<file path="config.mk">
export PLATFORM = sky130hd
export DESIGN_NAME = acc_result_collector
export DESIGN_NICKNAME = d
export VERILOG_FILES = /design/src/rtl/acc_pkg.sv /design/src/rtl/acc_sync_fifo.sv /design/src/rtl/acc_result_collector.sv
export SDC_FILE = /design/constraint.sdc
export NUM_CORES = 2
export LEC_CHECK = 0
export ABC_AREA = 1
export CAP_MARGIN = 25
export CORE_ASPECT_RATIO = 0.8
export CORE_MARGIN = 4
export CORE_UTILIZATION = 46
export CTS_BUF_LIST = sky130_fd_sc_hd__clkbuf_8
export DETAILED_ROUTE_END_ITERATION = 10
export PLACE_DENSITY_LB_ADDON = 0.2
export SETUP_SLACK_MARGIN = 0.05
export SLEW_MARGIN = 10
export SYNTH_ARGS = -nofsm -noshare
export SYNTH_HDL_FRONTEND = slang
export SYNTH_HIERARCHICAL = 1
export SYNTH_SLANG_ARGS = --single-unit
</file>
<file path="constraint.sdc">
create_clock -name clk -period 6.85 [get_ports clk]
set_input_delay 0.685 -clock clk [delete_from_list [all_inputs] [get_ports clk]]
set_output_delay 0.685 -clock clk [all_outputs]
set_load 0.1 [all_outputs]
</file>
<file path="src/rtl/acc_pkg.sv">
// Shared definitions for the accelerator result path: register offsets,
// STATUS bit positions and the fp16 result type.
package acc_pkg;

  typedef logic [15:0] fp16_t;

  localparam logic [31:0] RES_STATUS_OFS = 32'h0000_0000;
  localparam logic [31:0] RES_DATA_OFS   = 32'h0000_0004;
  localparam logic [31:0] RES_CTRL_OFS   = 32'h0000_0008;

  localparam int ST_DONE_BIT  = 16;
  localparam int ST_OVF_BIT   = 17;
  localparam int ST_HALF_BIT  = 18;
  localparam int ST_EMPTY_BIT = 19;
  localparam int ST_FULL_BIT  = 20;

endpackage

</file>
<file path="src/rtl/acc_sync_fifo.sv">
// Single-clock FIFO with occupancy count, synchronous clear and synchronous
// active-low reset. The head word is presented combinationally on rdata.
module acc_sync_fifo #(
  parameter int DEPTH = 64,
  parameter int WIDTH = 32,
  parameter int CNT_W = $clog2(DEPTH) + 1
) (
  input  logic             clk,
  input  logic             rst_n,
  input  logic             clr,
  input  logic             push,
  input  logic [WIDTH-1:0] wdata,
  input  logic             pop,
  output logic [WIDTH-1:0] rdata,
  output logic             full,
  output logic             empty,
  output logic [CNT_W-1:0] count
);

  localparam int PTR_W = $clog2(DEPTH);

  logic [WIDTH-1:0] mem [DEPTH];
  logic [PTR_W-1:0] wr_ptr;
  logic [PTR_W-1:0] rd_ptr;
  logic             do_push;
  logic             do_pop;

  // A push into a full FIFO is only taken when a pop frees the slot in the same cycle.
  assign do_push = push && (!full || pop);
  assign do_pop  = pop && !empty;
  assign full    = (count == CNT_W'(DEPTH));
  assign empty   = (count == {CNT_W{1'b0}});
  assign rdata   = mem[rd_ptr];

  // Pointer and occupancy tracking.
  always_ff @(posedge clk) begin
    if (!rst_n || clr) begin
      wr_ptr <= {PTR_W{1'b0}};
      rd_ptr <= {PTR_W{1'b0}};
      count  <= {CNT_W{1'b0}};
    end else begin
      if (do_push) wr_ptr <= wr_ptr + PTR_W'(1);
      if (do_pop)  rd_ptr <= rd_ptr + PTR_W'(1);
      case ({do_push, do_pop})
        2'b10:   count <= count + CNT_W'(1);
        2'b01:   count <= count - CNT_W'(1);
        default: count <= count;
      endcase
    end
  end

  // Storage array.
  always_ff @(posedge clk) begin
    if (do_push && rst_n && !clr) mem[wr_ptr] <= wdata;
  end

endmodule

</file>
<file path="src/rtl/acc_result_collector.sv">
// Packs fp16 datapath results two per word into a FIFO and serves them,
// plus a status word and a clear control, over a single-outstanding ICB slave.
module acc_result_collector
  import acc_pkg::*;
#(
  parameter int          DEPTH     = 64,
  parameter logic [31:0] BASE_ADDR = 32'h1004_2100,
  parameter int          CNT_W     = $clog2(DEPTH) + 1
) (
  input  logic        clk,
  input  logic        rst_n,
  input  logic        res_valid,
  input  fp16_t       res_data,
  input  logic        res_done,
  input  logic        icb_cmd_valid,
  output logic        icb_cmd_ready,
  input  logic        icb_cmd_read,
  input  logic [31:0] icb_cmd_addr,
  input  logic [31:0] icb_cmd_wdata,
  input  logic [3:0]  icb_cmd_wmask,
  output logic        icb_rsp_valid,
  input  logic        icb_rsp_ready,
  output logic [31:0] icb_rsp_rdata,
  output logic        icb_rsp_err,
  output logic        rdy_irq
);

  fp16_t            half_reg;
  logic             half_pending;
  logic             done_sticky;
  logic             ovf;
  logic             push_req;
  logic [31:0]      push_word;
  logic             pop;
  logic             clr;
  logic [31:0]      fifo_head;
  logic             fifo_full;
  logic             fifo_empty;
  logic [CNT_W-1:0] fifo_count;
  logic             cmd_accept;
  logic [31:0]      ofs;
  logic [31:0]      status;
  logic [31:0]      rdata_nxt;
  logic             err_nxt;
  logic             unused_bits;

  assign unused_bits   = ^{icb_cmd_wmask, icb_cmd_wdata[31:1]};
  assign icb_cmd_ready = !icb_rsp_valid || icb_rsp_ready;
  assign cmd_accept    = icb_cmd_valid && icb_cmd_ready;
  assign ofs           = icb_cmd_addr - BASE_ADDR;
  assign rdy_irq       = !fifo_empty && done_sticky;

  // A pending half is completed by a new result, or zero-padded once done has been seen.
  assign push_req  = half_pending && (res_valid || done_sticky);
  assign push_word = res_valid ? {res_data, half_reg} : {16'h0000, half_reg};

  // STATUS word assembly.
  always_comb begin
    status               = 32'h0000_0000;
    status[CNT_W-1:0]    = fifo_count;
    status[ST_DONE_BIT]  = done_sticky;
    status[ST_OVF_BIT]   = ovf;
    status[ST_HALF_BIT]  = half_pending;
    status[ST_EMPTY_BIT] = fifo_empty;
    status[ST_FULL_BIT]  = fifo_full;
  end

  // Register decode: response data/error and the side effects taken at command acceptance.
  always_comb begin
    rdata_nxt = 32'h0000_0000;
    err_nxt   = 1'b1;
    pop       = 1'b0;
    clr       = 1'b0;
    if (icb_cmd_read) begin
      case (ofs)
        RES_STATUS_OFS: begin
          rdata_nxt = status;
          err_nxt   = 1'b0;
        end
        RES_DATA_OFS: begin
          if (!fifo_empty) begin
            rdata_nxt = fifo_head;
            err_nxt   = 1'b0;
            pop       = cmd_accept;
          end else begin
            err_nxt   = 1'b1;
          end
        end
        default: err_nxt = 1'b1;
      endcase
    end else begin
      case (ofs)
        RES_CTRL_OFS: begin
          err_nxt = 1'b0;
          clr     = cmd_accept && icb_cmd_wdata[0];
        end
        default: err_nxt = 1'b1;
      endcase
    end
  end

  // Packer, done/overflow flags; a CTRL clear overrides everything in its cycle.
  always_ff @(posedge clk) begin
    if (!rst_n) begin
      half_reg     <= 16'h0000;
      half_pending <= 1'b0;
      done_sticky  <= 1'b0;
      ovf          <= 1'b0;
    end else if (clr) begin
      half_pending <= 1'b0;
      done_sticky  <= 1'b0;
      ovf          <= 1'b0;
    end else begin
      if (res_done) done_sticky <= 1'b1;
      if (push_req) begin
        half_pending <= 1'b0;
        if (fifo_full && !pop) ovf <= 1'b1;
      end else if (res_valid) begin
        half_reg     <= res_data;
        half_pending <= 1'b1;
      end
    end
  end

  // Response register, held until the master takes it.
  always_ff @(posedge clk) begin
    if (!rst_n) begin
      icb_rsp_valid <= 1'b0;
      icb_rsp_rdata <= 32'h0000_0000;
      icb_rsp_err   <= 1'b0;
    end else if (cmd_accept) begin
      icb_rsp_valid <= 1'b1;
      icb_rsp_rdata <= rdata_nxt;
      icb_rsp_err   <= err_nxt;
    end else if (icb_rsp_ready) begin
      icb_rsp_valid <= 1'b0;
    end
  end

  acc_sync_fifo #(
    .DEPTH (DEPTH),
    .WIDTH (32),
    .CNT_W (CNT_W)
  ) u_fifo (
    .clk   (clk),
    .rst_n (rst_n),
    .clr   (clr),
    .push  (push_req),
    .wdata (push_word),
    .pop   (pop),
    .rdata (fifo_head),
    .full  (fifo_full),
    .empty (fifo_empty),
    .count (fifo_count)
  );

endmodule

</file>
After elaboration in Yosys (flattened, before gate mapping)
Memory sizes are Yosys's and may differ from the RTL's. A register that Yosys moved wholly into a read port is not among the register bits. Cells that the tools add are included. Widths: inputs -> output; s select.

Register bits after elaboration: 72. Output and inout port bits: 36. RAM bits: 2048. Logic and storage cells: 71. Memories kept: 1.

Equal/unequal tests: 5. Reductions and logical operators: 27. Bitwise operators: 3. $add $sub $neg: 5. Muxes and demuxes: 20.

Memory list: u_fifo.mem (depth 64, bits a word 32, read ports 1, clocked after memory_dff 1, write ports 1, line acc_sync_fifo.sv:22) `logic [WIDTH-1:0] mem [DEPTH];`.

Operators by type and width (number): $mux 32 (3); $pmux 32 s2 (1); $eq 32x3->1 const B (1); $eq 32x4->1 const B (1); $logic_not 32->1 (1); $sub 32x29->32 const B (1); $pmux 7 s2 (1); $add 6x1->6 const B (2); $mux 1 (12); $mux 6 (2); $logic_and 1x1->1 (9); $add 7x1->7 const B (1); $eq 7x7->1 const B (1); $logic_not 7->1 (1); $sub 7x1->7 const B (1); $logic_not 1->1 (6); $logic_or 1x1->1 (4); $reduce_bool 2->1 (2); $not 1->1 (3); $reduce_and 3->1 (1); $reduce_or 3->1 (1); $eq 2x1->1 const B (1); $eq 2x2->1 const B (1); $pmux 1 s2 (1); 2 further kinds (2).

Longest topological paths before layout
Word-level depth: 12. Depth in mapped cells: 29. Depth with buffers taken out: 28.

By module
The synthesis kept the hierarchy.

Modules (own cells, without submodules): acc_sync_fifo (area an instance 83442.5 um^2, times used 1, cells each 6913, sequential area each 61999.5 um^2); acc_result_collector (area an instance 3744.8 um^2, times used 1, cells each 617, sequential area each 1061.0 um^2).

Worst setup path after synthesis
No wires, ideal clock.

Kind: reg2reg. Start point: register icb_rsp_valid. End point: memory u_fifo.mem[31][0] (enable). Arrival time: 5.297 ns. Cell stages (with the launch flop): 11. Required time: 6.389 ns. Setup time: 0.461 ns. Slack: 1.093 ns. Period minus slack after synthesis: 5.757 ns. Cells stage by stage: dfxtp_1 nand2_1 nand2_1 nor2_1 clkbuf_1 nand2_1 inv_1 inv_1 nand2_1 nand4_1 nor3_1.

Cells in the longest elaborated chain, start to end: 12.

RTL lines: from (decl) (line acc_result_collector.sv:21) `output logic icb_rsp_valid,`; from (signal assigned) (line acc_result_collector.sv:128) `icb_rsp_valid <= 1'b0;`; from (signal assigned) (line acc_result_collector.sv:132) `icb_rsp_valid <= 1'b1;`; from (signal assigned) (line acc_result_collector.sv:136) `icb_rsp_valid <= 1'b0;`; $logic_not 1->1 (line acc_result_collector.sv:48) `assign icb_cmd_ready = !icb_rsp_valid || icb_rsp_ready;`; $logic_or 1x1->1 (line acc_result_collector.sv:48); via icb_cmd_ready (line acc_result_collector.sv:16) `output logic icb_cmd_ready,`; $logic_and 1x1->1 (line acc_result_collector.sv:49) `assign cmd_accept = icb_cmd_valid && icb_cmd_ready;`; $mux 1 (line acc_result_collector.sv:81) `if (!fifo_empty) begin`; $mux 1 (line acc_result_collector.sv:75) `case (ofs)`; $mux 1 (line acc_result_collector.sv:74) `if (icb_cmd_read) begin`; via pop (line acc_result_collector.sv:34) `logic pop;`; $logic_or 1x1->1 (line acc_sync_fifo.sv:29) `assign do_push = push && (!full || pop);`; $logic_and 1x1->1 (line acc_sync_fifo.sv:29); $logic_and 1x1->1 (2 in series) (line acc_sync_fifo.sv:54) `if (do_push && rst_n && !clr) mem[wr_ptr] <= wdata;`; $mux 1 (line acc_sync_fifo.sv:54); $mux 1 (implied by the code) (line acc_sync_fifo.sv:54); to (decl) (line acc_sync_fifo.sv:22).

The timed path passes the listed nets, and every way through them passes these cells.

Worst setup path in the final report
Start point: input icb_cmd_addr[18]. End point: memory u_fifo.mem[28][8] (enable).

Cells in the longest elaborated chain, start to end: 10.

RTL lines: from (decl) (line acc_result_collector.sv:18) `input logic [31:0] icb_cmd_addr,`; $sub 32x29->32 (line acc_result_collector.sv:50) `assign ofs = icb_cmd_addr - BASE_ADDR;`; $eq 32x3->1 (line acc_result_collector.sv:75); $mux 1 (line acc_result_collector.sv:75); $mux 1 (line acc_result_collector.sv:74); via pop (line acc_result_collector.sv:34); $logic_or 1x1->1 (line acc_sync_fifo.sv:29); $logic_and 1x1->1 (line acc_sync_fifo.sv:29); $logic_and 1x1->1 (2 in series) (line acc_sync_fifo.sv:54); $mux 1 (line acc_sync_fifo.sv:54); $mux 1 (implied by the code) (line acc_sync_fifo.sv:54).

The timed path passes the listed nets, and every way through them passes these cells.

==> impl_table.tex <==
\begin{tabular}{lr}
\hline
Metric & Value \\
\hline
\multicolumn{2}{l}{\textbf{Drt}} \\
\quad Ratio of routed vias to standard cells & 5.670 \\
\quad Number of optimization iterations in the first detailed-route pass & 6 \\
\quad Total vias in the final route & 59030 \\
\quad Routed wire per std cell & 24.63 um \\
\quad ANT nets after route & 0 \\
\quad \# DRC & 0 \\
\quad First-iteration detailed-routing DRC count & 7662 \\
\quad Routed wire length & 256400 um \\
\multicolumn{2}{l}{\textbf{Die}} \\
\quad Number of core rows & 142 \\
\quad X dimension of the die & 494.7 um \\
\quad Initial core utilization & 0.4643 \\
\quad Total I/O pin count & 127 \\
\quad Overall die height & 397.4 um \\
\quad Core Footprint & 187800 um2 \\
\quad DIE AREA & 196600 um2 \\
\multicolumn{2}{l}{\textbf{Timing}} \\
\quad Total count of hold-check failures in the final report & 0 \\
\quad Max\_slew headroom & 0.1785 \\
\quad Post-Route Skew & 0.08284 ns \\
\quad Post-route setup TNS & 0 ns \\
\quad Post-layout minimum cycle time & 4.874 ns \\
\quad Final count of negative-setup-slack endpoints & 0 \\
\quad Max Slew Vio Count & 0 \\
\quad Max Freq & 0.2052 GHz \\
\quad Slew at the pin closest to its max-slew limit & 1.232 ns \\
\quad Post-route fraction of the period consumed by the critical path & 0.7115 \\
\quad Setup repair after global routing missed its margin & no \\
\multicolumn{2}{l}{\textbf{Layout}} \\
\quad Sequential Area & 63120 um2 \\
\quad Max FFs per register & 2048 \\
\quad Post-Layout Cell Count & 10410 \\
\quad Layout cells sized above 1 & 0.09083 \\
\quad Multi-input gate area in the final layout & 21600 um2 \\
\quad Net count, final & 7749 \\
\quad Fill cell count & 16430 \\
\quad Synth-to-layout area growth & 10.88\% \\
\multicolumn{2}{l}{\textbf{Min path}} \\
\quad Path class of the lowest-slack min-delay path & input port to flip-flop \\
\multicolumn{2}{l}{\textbf{GRT}} \\
\quad Antenna violations before repair & 11 \\
\quad GRT met2 Usage & 0.3644 \\
\quad Global-route usage over all layers & 0.2556 \\
\quad GR Util met1 & 0.3884 \\
\quad Maximum number of pins on one net before global-route repair & 202 \\
\quad Number of global-route vias before repair & 54830 \\
\quad Overflow left after global routing & 0 \\
\quad Wire length of the first global-routing pass & 373000 um \\
\quad Routing usage on met3 & 0.05705 \\
\quad GR peak layer & met1 \\
\multicolumn{2}{l}{\textbf{Yosys}} \\
\quad Post-synthesis cell type with the largest combined area & sky130\_fd\_sc\_hd\_\_edfxtp\_1 \\
\quad Post-synthesis register bit count & 2126 \\
\quad Number of flops mapped to enable cells by yosys & 2048 \\
\quad Synthesized area per cell & 11.58 um2 \\
\quad Count of unique library cells instantiated by Yosys & 41 \\
\quad Most numerous cell types in the synthesized netlist & sky130\_fd\_sc\_hd\_\_nand2\_1, sky130\_fd\_sc\_hd\_\_edfxtp\_1, sky130\_fd\_sc\_hd\_\_nand3\_1 \\
\quad Synth Cell Area & 87190 um2 \\
\quad Count of mapped cells out of synthesis & 7530 \\
\quad Cell with the most instances after synthesis & sky130\_fd\_sc\_hd\_\_nand2\_1 \\
\quad Most instantiated flip-flop cell in the synthesis netlist & sky130\_fd\_sc\_hd\_\_edfxtp\_1 \\
\quad Async set-or-reset flop fraction in the synthesized netlist & 0 \\
\quad Nets in the synthesized netlist & 7630 \\
\quad Synth top area share & 0.7054 \\
\quad Part of the Yosys area used for sequential elements & 0.7233 \\
\quad Synth Warn \# & 6 \\
\quad Most area-consuming cells after synthesis & sky130\_fd\_sc\_hd\_\_edfxtp\_1, sky130\_fd\_sc\_hd\_\_nand3\_1, sky130\_fd\_sc\_hd\_\_nand2\_1 \\
\multicolumn{2}{l}{\textbf{Clock tree}} \\
\quad Clk sinks & 2126 \\
\quad CTS tree & done \\
\quad Cts bufs inserted & 339 \\
\quad Post\_cts resized & 0 \\
\quad Hold buffer count at CTS & 0 \\
\quad Clock slew seen by the registers of the worst setup and hold paths & 0.06 ns \\
\quad Count of H-tree levels built during CTS & 5 \\
\quad Clock tree buffer depth & 4 \\
\quad Latest clock arrival within the worst-skew pair & 1.04 ns \\
\quad Number of buffers inserted by post-CTS setup repair & 0 \\
\quad Root buffer cell & sky130\_fd\_sc\_hd\_\_clkbuf\_8 \\
\multicolumn{2}{l}{\textbf{Pwr}} \\
\quad Power per Cell Area & 254.8 nW/um2 \\
\quad Worst voltage drop across the vdd grid & 0.1785 mV \\
\quad Total leakage power & 34.14 nW \\
\multicolumn{2}{l}{\textbf{Place}} \\
\quad Placed Cells & 9826 \\
\quad Count of input and output buffers & 91 \\
\quad Half-perimeter wire length after detailed placement & 138400 um \\
\quad GPL Wtd Cong & 0.8751 \\
\multicolumn{2}{l}{\textbf{Critical path}} \\
\quad Setup crit end kind & flip-flop \\
\quad Worst path cell trace & clkdlybuf4s50\_1 -> inv\_2 -> nor2\_4 -> nand3\_4 -> nand2\_2 -> nand2\_1 -> nand2\_2 -> nand3\_2 -> nor2\_2 -> nand3\_2 -> nor2\_4 -> nand2\_1 -> inv\_1 -> inv\_1 -> nand2\_1 -> nand2\_2 -> nor2\_4 -> nand2\_1 -> buf\_4 -> nor2\_4 -> buf\_4 \\
\quad Slowest library cell on the worst path & sky130\_fd\_sc\_hd\_\_clkdlybuf4s50\_1 \\
\quad Slowest stage delay, CP & 0.77 ns \\
\quad Critical path arrival & 5.50 ns \\
\quad Worst Path Max Fanout & 27 \\
\quad Critical path startpoint category & input port \\
\quad Type of the worst setup path & input port to flip-flop \\
\quad Req. time, crit path & 7.48 ns \\
\multicolumn{2}{l}{\textbf{Run}} \\
\quad MaxCap Viol Count & 0 \\
\multicolumn{2}{l}{\textbf{Outcome}} \\
\quad Outcome & completed \\
\hline
\end{tabular}
## kinds of logic (layout without fill, tap and decap cells)
kind of cell / Yosys count / after routing / share of synthesized area
AND/OR/NAND/NOR: 4680 / 4680 / 0.2341
flip-flops: 2126 / 2126 / 0.7233
XOR/XNOR: 10 / 10 / 0.001005
AO/OA/AOI/OAI: 96 / 96 / 0.005798
other: 0 / 8 / 0
buffers and inverters: 609 / 962 / 0.03443
adder cells (fa/ha/maj): 9 / 9 / 0.001378
## worst max-delay path: cells and delay by family
kind	cells	cell delay [ns]
AND/OR/NAND/NOR	15	2.83
buffers and inverters	6	1.92
## power breakdown
| group | switching [mW] | internal (mW) |
|---|---|---|
| logic | 0.448 | 0.0980 |
| clock network | 4.82 | 4.85 |
| registers | 0.0857 | 14.3 |
| total | 5.36 | 19.3 |
## layout make-up
class / instances / share of cell area
antenna: 8 / 0.0002071
clock buffer: 350 / 0.04983
clock inverter: 225 / 0.01037
inverter: 130 / 0.005566
multi-input combinational: 4795 / 0.2235
sequential: 2126 / 0.6529
tap: 2520 / 0.03262
timing repair buffer: 257 / 0.02502
## final timing paths
kind / from / end / slack, ns / cells past startpoint
max: icb_cmd_addr[18] / u_fifo/mem[28][8] / 1.98 / 21
min: res_done / done_sticky / 0.27 / 3
max reg2reg: u_fifo/count[1] / u_fifo/mem[28][8] / 2.27 / 17
min reg2reg: ovf / ovf / 0.46 / 2
## cell usage in the layout (no fill, tap or decap), types with 4 or more instances in the layout
cell	synthesis	layout
sky130_fd_sc_hd__o21ai_0	14	14
sky130_fd_sc_hd__dfxtp_4	0	12
sky130_fd_sc_hd__edfxtp_1	2048	2048
sky130_fd_sc_hd__ha_1	8	8
sky130_fd_sc_hd__nand4_1	29	29
sky130_fd_sc_hd__buf_12	0	16
sky130_fd_sc_hd__nand3_2	18	18
sky130_fd_sc_hd__nand2_2	9	10
sky130_fd_sc_hd__clkdlybuf4s50_1	0	91
sky130_fd_sc_hd__clkinvlp_4	0	5
sky130_fd_sc_hd__nor3_1	12	4
sky130_fd_sc_hd__nor2_1	174	114
sky130_fd_sc_hd__buf_4	37	146
sky130_fd_sc_hd__diode_2	0	8
sky130_fd_sc_hd__inv_1	122	217
sky130_fd_sc_hd__dfxtp_2	0	9
sky130_fd_sc_hd__nor2_2	8	11
sky130_fd_sc_hd__inv_2	6	10
sky130_fd_sc_hd__clkbuf_8	0	350
sky130_fd_sc_hd__dfxtp_1	78	57
sky130_fd_sc_hd__a21oi_1	76	76
sky130_fd_sc_hd__nand3_1	1970	1970
sky130_fd_sc_hd__clkinv_2	0	34
sky130_fd_sc_hd__nor2_4	9	66
sky130_fd_sc_hd__bufinv_16	0	4
sky130_fd_sc_hd__clkinv_1	1	80
sky130_fd_sc_hd__nor3_2	1	9
sky130_fd_sc_hd__nand2_1	2442	2441
sky130_fd_sc_hd__xor2_1	8	8
## metrics by stage
stage	area, um2	hold WS [ns]	power [mW]	utilization	setup slack [ns]
after global placement	90720	0.4393	15.21	0.4831	0.9480
after global routing	96660	0.2324	25.45	0.5147	1.798
after detailed placement	90780	0.4508	15.23	0.4834	1.060
after floorplan	87190	0.4292	14.87	-	1.093
final	96670	0.2729	24.63	0.5148	1.976
after CTS	96600	0.1816	24.81	0.5144	2.118
## routing by layer
layer | routed length (um) | share of wire | vias to the layer above
met3 | 27470 | 0.11 | 407
met4 | 7440 | 0.029 | 0
met1 | 111000 | 0.43 | 28950
met5 | 0 | 0 | -
li1 | - | - | 26780
met2 | 110500 | 0.43 | 2885
Note: power is estimated with default switching activity, not from simulation.
